--- config.mk ---
export PLATFORM = sky130hd
export DESIGN_NAME = imem_loader_flat
export DESIGN_NICKNAME = d
export VERILOG_FILES = /design/src/rtl/imem_loader_if.sv /design/src/rtl/imem_loader.sv /design/src/flat_wrapper.sv
export SDC_FILE = /design/constraint.sdc
export NUM_CORES = 1
export LEC_CHECK = 0
export BUFFER_PORTS_ARGS = -buffer_cell sky130_fd_sc_hd__buf_2
export CORE_ASPECT_RATIO = 0.6
export CORE_MARGIN = 2
export CORE_UTILIZATION = 40
export DETAILED_ROUTE_END_ITERATION = 8
export PLACE_DENSITY = 0.71
export SLEW_MARGIN = 20
export SYNTH_ARGS = -nofsm -noshare
export SYNTH_HDL_FRONTEND = slang
export SYNTH_SLANG_ARGS = --single-unit
--- constraint.sdc ---
create_clock -name clk -period 7.5 [get_ports clk]
set_input_delay 0.75 -clock clk [delete_from_list [all_inputs] [get_ports clk]]
set_output_delay 0.75 -clock clk [all_outputs]
set_load 0.02 [all_outputs]
--- src/rtl/imem_loader_if.sv ---
// Byte-stream and instruction-memory write-port bundle for imem_loader.
// Handshake: a byte moves on a rising edge where in_valid && in_ready; the source holds in_data stable while in_valid is high and unaccepted.
interface imem_loader_if;
  logic        in_valid;
  logic [7:0]  in_data;
  logic        in_ready;
  logic        mem_we;
  logic [31:0] mem_addr;
  logic [31:0] mem_wdata;

  modport master (
    input  in_valid,
    input  in_data,
    output in_ready,
    output mem_we,
    output mem_addr,
    output mem_wdata
  );

  modport slave (
    output in_valid,
    output in_data,
    input  in_ready,
    input  mem_we,
    input  mem_addr,
    input  mem_wdata
  );
endinterface

--- src/rtl/imem_loader.sv ---
// Boot loader: parses a framed byte image (count, LE words, XOR checksum) into
// instruction-memory writes while holding the core in reset.
module imem_loader #(
  parameter int DEPTH = 1024
) (
  input  logic               clk,
  input  logic               rst,
  input  logic               start,
  imem_loader_if.master      bus,
  output logic               cpu_hold,
  output logic               done,
  output logic               error,
  output logic [15:0]        words_loaded,
  output logic [2:0]         state_dbg
);

  typedef enum logic [2:0] {
    S_IDLE   = 3'd0,
    S_LEN_LO = 3'd1,
    S_LEN_HI = 3'd2,
    S_DATA   = 3'd3,
    S_WRITE  = 3'd4,
    S_CHECK  = 3'd5,
    S_DONE   = 3'd6,
    S_ERROR  = 3'd7
  } state_t;

  localparam logic [16:0] DEPTH_W = 17'(DEPTH);

  state_t      state;
  state_t      state_next;
  logic [15:0] len;
  logic [1:0]  byte_cnt;
  logic [7:0]  csum;
  logic        accept;
  logic        start_ok;
  logic [15:0] len_full;
  logic        next_ready;
  logic        next_hold;

  assign accept    = bus.in_valid && bus.in_ready;
  assign len_full  = {bus.in_data, len[7:0]};
  assign state_dbg = state;

  always_comb begin
    state_next = state;
    start_ok   = 1'b0;
    case (state)
      S_IDLE, S_DONE, S_ERROR: begin
        if (start) begin
          state_next = S_LEN_LO;
          start_ok   = 1'b1;
        end
      end
      S_LEN_LO: if (accept) state_next = S_LEN_HI;
      S_LEN_HI: begin
        if (accept) begin
          if ({1'b0, len_full} > DEPTH_W) state_next = S_ERROR;
          else if (len_full == 16'd0)     state_next = S_CHECK;
          else                            state_next = S_DATA;
        end
      end
      S_DATA: if (accept && byte_cnt == 2'd3) state_next = S_WRITE;
      S_WRITE: begin
        if ((words_loaded + 16'd1) == len) state_next = S_CHECK;
        else                               state_next = S_DATA;
      end
      S_CHECK: begin
        if (accept) state_next = (bus.in_data == csum) ? S_DONE : S_ERROR;
      end
      default: state_next = S_IDLE;
    endcase
  end

  // Outputs are registered from the next state so they line up with the state they describe.
  always_comb begin
    next_ready = 1'b0;
    next_hold  = 1'b0;
    case (state_next)
      S_LEN_LO, S_LEN_HI, S_DATA, S_CHECK: begin
        next_ready = 1'b1;
        next_hold  = 1'b1;
      end
      S_WRITE: next_hold = 1'b1;
      default: begin
        next_ready = 1'b0;
        next_hold  = 1'b0;
      end
    endcase
  end

  always_ff @(posedge clk) begin
    if (rst) begin
      state         <= S_IDLE;
      len           <= 16'd0;
      byte_cnt      <= 2'd0;
      csum          <= 8'd0;
      words_loaded  <= 16'd0;
      bus.in_ready  <= 1'b0;
      bus.mem_we    <= 1'b0;
      bus.mem_addr  <= 32'd0;
      bus.mem_wdata <= 32'd0;
      cpu_hold      <= 1'b0;
      done          <= 1'b0;
      error         <= 1'b0;
    end else begin
      state        <= state_next;
      bus.in_ready <= next_ready;
      bus.mem_we   <= (state_next == S_WRITE);
      cpu_hold     <= next_hold;
      done         <= (state_next == S_DONE);
      error        <= (state_next == S_ERROR);

      if (start_ok) begin
        len          <= 16'd0;
        byte_cnt     <= 2'd0;
        csum         <= 8'd0;
        words_loaded <= 16'd0;
      end

      if (state == S_LEN_LO && accept) len[7:0]  <= bus.in_data;
      if (state == S_LEN_HI && accept) len[15:8] <= bus.in_data;

      if (state == S_DATA && accept) begin
        bus.mem_wdata[{byte_cnt, 3'b000} +: 8] <= bus.in_data;
        csum     <= csum ^ bus.in_data;
        byte_cnt <= byte_cnt + 2'd1;
      end

      if (state == S_DATA && state_next == S_WRITE) begin
        bus.mem_addr <= {14'd0, words_loaded, 2'b00};
      end

      if (state == S_WRITE) words_loaded <= words_loaded + 16'd1;
    end
  end

endmodule

--- src/flat_wrapper.sv ---
// flat-port wrapper written by rule: the top's interface ports become plain ports
module imem_loader_flat 
#(
  parameter int DEPTH = 1024
)
  (clk, rst, start, cpu_hold, done, error, words_loaded, state_dbg, bus_in_valid, bus_in_data, bus_in_ready, bus_mem_we, bus_mem_addr, bus_mem_wdata);
  imem_loader_if bus_i ();
  input  logic clk;
  input  logic rst;
  input  logic start;
  output logic cpu_hold;
  output logic done;
  output logic error;
  output logic [15:0] words_loaded;
  output logic [2:0] state_dbg;
  input wire logic [$bits(bus_i.in_valid)-1:0] bus_in_valid;
  input wire logic [$bits(bus_i.in_data)-1:0] bus_in_data;
  output wire logic [$bits(bus_i.in_ready)-1:0] bus_in_ready;
  output wire logic [$bits(bus_i.mem_we)-1:0] bus_mem_we;
  output wire logic [$bits(bus_i.mem_addr)-1:0] bus_mem_addr;
  output wire logic [$bits(bus_i.mem_wdata)-1:0] bus_mem_wdata;
  assign bus_i.in_valid = bus_in_valid;
  assign bus_i.in_data = bus_in_data;
  assign bus_in_ready = bus_i.in_ready;
  assign bus_mem_we = bus_i.mem_we;
  assign bus_mem_addr = bus_i.mem_addr;
  assign bus_mem_wdata = bus_i.mem_wdata;
  imem_loader #(.DEPTH(DEPTH)) u_core (.clk(clk), .rst(rst), .start(start), .bus(bus_i), .cpu_hold(cpu_hold), .done(done), .error(error), .words_loaded(words_loaded), .state_dbg(state_dbg));
endmodule
==> metrics.csv <==
stage,metric,value,unit
run_status,status,finished clean,
cts,cts_root_buf,clkbuf_16,
detailed_routing,wl_per_cell,16.6,µm
synth,synth_edf_count,0,
synth,synth-main-ff-cell,dfxtp_1,
setup_path,r2r_start,u_core.words_loaded[0]$_SDFFE_PP0P_,
cts,clockBufferDepth,2,
power,cellPowerDensity,253,nW/µm²
sta,final_hold_viol_count,0,
run,drv_cap,0,
detailed_routing,ant_nets,0,
cts,cts_hold_buf,0,
setup_path,cp_cell_sequence,ha_1 -> nand3_4 -> or3_1 -> a2111oi_2 -> nand4_1 -> or4_1 -> o21a_1 -> o221a_1,
sta,setup_viol,0,
floorplanning,start_util,41.7,%
cts,cts_setup_buffers,0,
synth,ys_seq_area_share,40.8,%
global_route,grt_pass1_wl,21.7,mm
floorplanning,io_pins,100,
setup_path,critical_path_arrival,3440,ps
floorplanning,core_area,11500,µm²
cells_and_area,final_util,47.4,%
synth,synth_cells,612,
setup_path,worst_path_max_delay_cell,dfxtp_1,
sta,period_minus_slack,3210,ps
hold_path,min_to,u_core.bus.mem_wdata[10]$_SDFFE_PP0P_,
detailed_routing,drc,0,
sta,fin_crit_sh,42.8,%
synth,synthArstFlopShare,0,%
sta,rsz0062_at_grt,no,
global_route,grt.overflow.total,0,
synth,ys_types,54,
sta,tns,0,ps
cells_and_area,drive_above_1_share,16.4,%
detailed_routing,drt_iter0_drc,584,
place,routabilityCongestion,0.930,
floorplanning,die_y,88.9,µm
cts,cts_made_buffers,9,
detailed_routing,vias_per_cell,5.63,
setup_path,path_class,register to register,
cells_and_area,nets,679,
setup_path,worstRegToRegCells,8,
hold_path,hold_depth,2,
hold_path,hp-class,register to register,
setup_path,critPathBufInv,0,
place,io_buffers,83,
setup_path,startpoint,u_core.words_loaded[0]$_SDFFE_PP0P_,
setup_path,cp-start-kind,register,
cells_and_area,fillCellCount,1140,
sta,worst_pin_slew,987,ps
setup_path,r2r-end,u_core.cpu_hold$_SDFF_PP0_,
cts,htreeDepth,3,
detailed_routing,vias,4647,
synth,synth_area_leaders,"dfxtp_1, a21oi_1, nand2_1, nor2_1, nand3_1",
sta,timing.fmax,312,MHz
cts,cts_tree,built,
global_route,grt_pass1_vias,4130,
setup_path,r2r_setup_slack,4290,ps
floorplanning,rows,30,
setup_path,end_kind,register,
floorplanning,dieArea,12900,µm²
synth,syn_area,4810,µm²
cells_and_area,regArea,1960,µm²
power,leakage,2.13,nW
place,pre_cts_ws,4360,ps
synth,yosys_warnings,0,
sta,relSlewSlack,34.2,%
sta,setup_slack,4290,ps
sta,fin_skew,8.69,ps
setup_path,critPathMaxFanout,9,
hold_path,hold_start,u_core.bus.mem_wdata[10]$_SDFFE_PP0P_,
place,dp_hpwl,9.25,mm
cts,post_cts_resized,0,
floorplanning,dieWidth,146,µm
setup_path,slowest_delay,520,ps
synth,yosys.area.top_type,dfxtp_1,
synth,synth_top_area_share,40.8,%
setup_path,crit_required,7730,ps
synth,syn_avg_cell_area,7.86,µm²
cells_and_area,diodes,0,
detailed_routing,first_pass_iters,5,
global_route,grt_max_degree,94,
cts,clock_latency,350,ps
detailed_routing,drt_wl_total,13.7,mm
cells_and_area,multi_input_area,2550,µm²
setup_path,cp_top_family,simple AND/OR/NAND/NOR gates,
power,peakVddDrop,0.129,mV
cells_and_area,synthToLayoutAreaGrowth,13.5,%
cts,clk_pin_slew_worst_paths,70,ps
sta,drv_slew,0,
cts,numClockSinks,98,
global_route,grt_usage,21.0,%
synth,ys_ff_latch,98,
global_route,antenna_found_initial,0,
through the flow:
stage	hold slack, ps	instance area [µm²]	cells	power (W)
after floorplan	469	4870	627	0.000850
after global placement	435	5180	810	0.000927
after detailed placement	444	5180	810	0.000941
after CTS	454	5460	826	0.00138
after global routing	470	5460	826	0.00144
final	450	5460	826	0.00138
cell usage in the layout, fill, tap and decap left out, types with 3 or more instances in the layout:
cell | synthesis | final
and3_1 | 9 | 9
nand3_1 | 40 | 40
nor2_1 | 60 | 60
a21oi_1 | 75 | 75
clkbuf_16 | 0 | 9
nor3b_1 | 4 | 4
nor4_1 | 7 | 7
or4_1 | 5 | 5
nor3_1 | 16 | 15
inv_1 | 9 | 9
conb_1 | 1 | 16
xor2_1 | 18 | 18
o21ai_0 | 21 | 21
nand4_1 | 6 | 6
xnor2_1 | 15 | 15
dfxtp_1 | 98 | 98
a31oi_1 | 3 | 3
clkinv_4 | 0 | 3
a211oi_1 | 4 | 4
ha_1 | 6 | 6
nand3b_1 | 11 | 11
nand2_1 | 87 | 87
a22oi_1 | 18 | 18
buf_2 | 5 | 83
sequential cells by signal, indices dropped and copies added, names as in the netlist:
| signal | flops |
|---|---|
| u_core.bus.mem_addr | 16 |
| u_core.byte_cnt | 2 |
| u_core.words_loaded | 16 |
| u_core.cpu_hold | 1 |
| u_core.len | 16 |
| u_core.error | 1 |
| u_core.bus.in_ready | 1 |
| u_core.state_dbg | 3 |
| u_core.csum | 8 |
| u_core.done | 1 |
| u_core.bus.mem_wdata | 32 |
| u_core.bus.mem_we | 1 |
final cells by class:
class                   count  area share [%]
inverters                   9           0.619
clock buffers              10            4.19
clock inverters             6           0.940
well taps                 160            3.67
flip-flops and latches     98            35.9
multi-input cells         458            46.8
repair buffers             85            7.88
where the power goes:
part	internal (W)	switching, W	total [W]
sequential	0.000546	0.0000508	0.000597
combinational	0.000110	0.000233	0.000343
clock	0.000229	0.000212	0.000441
total	0.000885	0.000496	0.00138
Yosys cell counts (all sizes together), types with 2 or more instances:
| cell type | number |
|---|---|
| nand4b | 2 |
| ha | 6 |
| nor2 | 60 |
| or4 | 5 |
| o21ai | 21 |
| nand2 | 87 |
| xnor2 | 15 |
| inv | 9 |
| or3 | 2 |
| a21o | 2 |
| o211ai | 2 |
| a21oi | 75 |
| o21a | 2 |
| o2bb2ai | 2 |
| and2 | 2 |
| a22oi | 18 |
| a211oi | 4 |
| a31oi | 3 |
| and3 | 9 |
| nor3b | 4 |
| buf | 26 |
| nand4 | 6 |
| a41oi | 2 |
| nor3 | 16 |
| dfxtp | 98 |
| nand3b | 11 |
| nor4 | 7 |
| and4 | 2 |
| nand3 | 41 |
| clkbuf | 36 |
| xor2 | 18 |
routing by layer:
layer / vias to the layer above / wire length (µm) / global-route usage, %
li1: 2198 / - / -
met1: 2206 / 6440 / 30.1
met2: 223 / 5760 / 30.5
met3: 20 / 1340 / 6.02
met4: 0 / 200 / 6.60
met5: - / 0 / 0
worst max-delay path by stage:
stage                                    to  slack [ps]  cells past startpoint
3_5_place_dp     u_core.cpu_hold$_SDFF_PP0_        4360                      8
6_report         u_core.cpu_hold$_SDFF_PP0_        4290                      8
5_1_grt        u_core.bus.mem_we$_SDFF_PP0_        4070                      8
4_1_cts          u_core.cpu_hold$_SDFF_PP0_        4330                      8
2_1_floorplan    u_core.cpu_hold$_SDFF_PP0_        4740                      9
3_3_place_gp   u_core.bus.mem_we$_SDFF_PP0_        4400                      8
cells by family (layout without fill, tap and decap cells):
| family | Yosys count | in the layout | synth area share, % |
|---|---|---|---|
| and+or+nand+nor | 260 | 260 | 26.0 |
| AOI/OAI and AO/OA | 143 | 143 | 18.1 |
| DFF | 98 | 98 | 40.8 |
| buffers and inverters | 71 | 110 | 7.47 |
| xor gates and xnor gates | 33 | 33 | 6.01 |
| adders and majority gates | 6 | 6 | 1.56 |
| other | 1 | 16 | 0.0780 |
worst register-to-register path, stage by stage (launching register included):
cell and delay, ps:
dfxtp_1 520, ha_1 440, nand3_4 150, or3_1 400, a2111oi_2 510, nand4_1 180, or4_1 450, o21a_1 230
o221a_1 220
No activity file was read; power rests on OpenSTA's default activity.
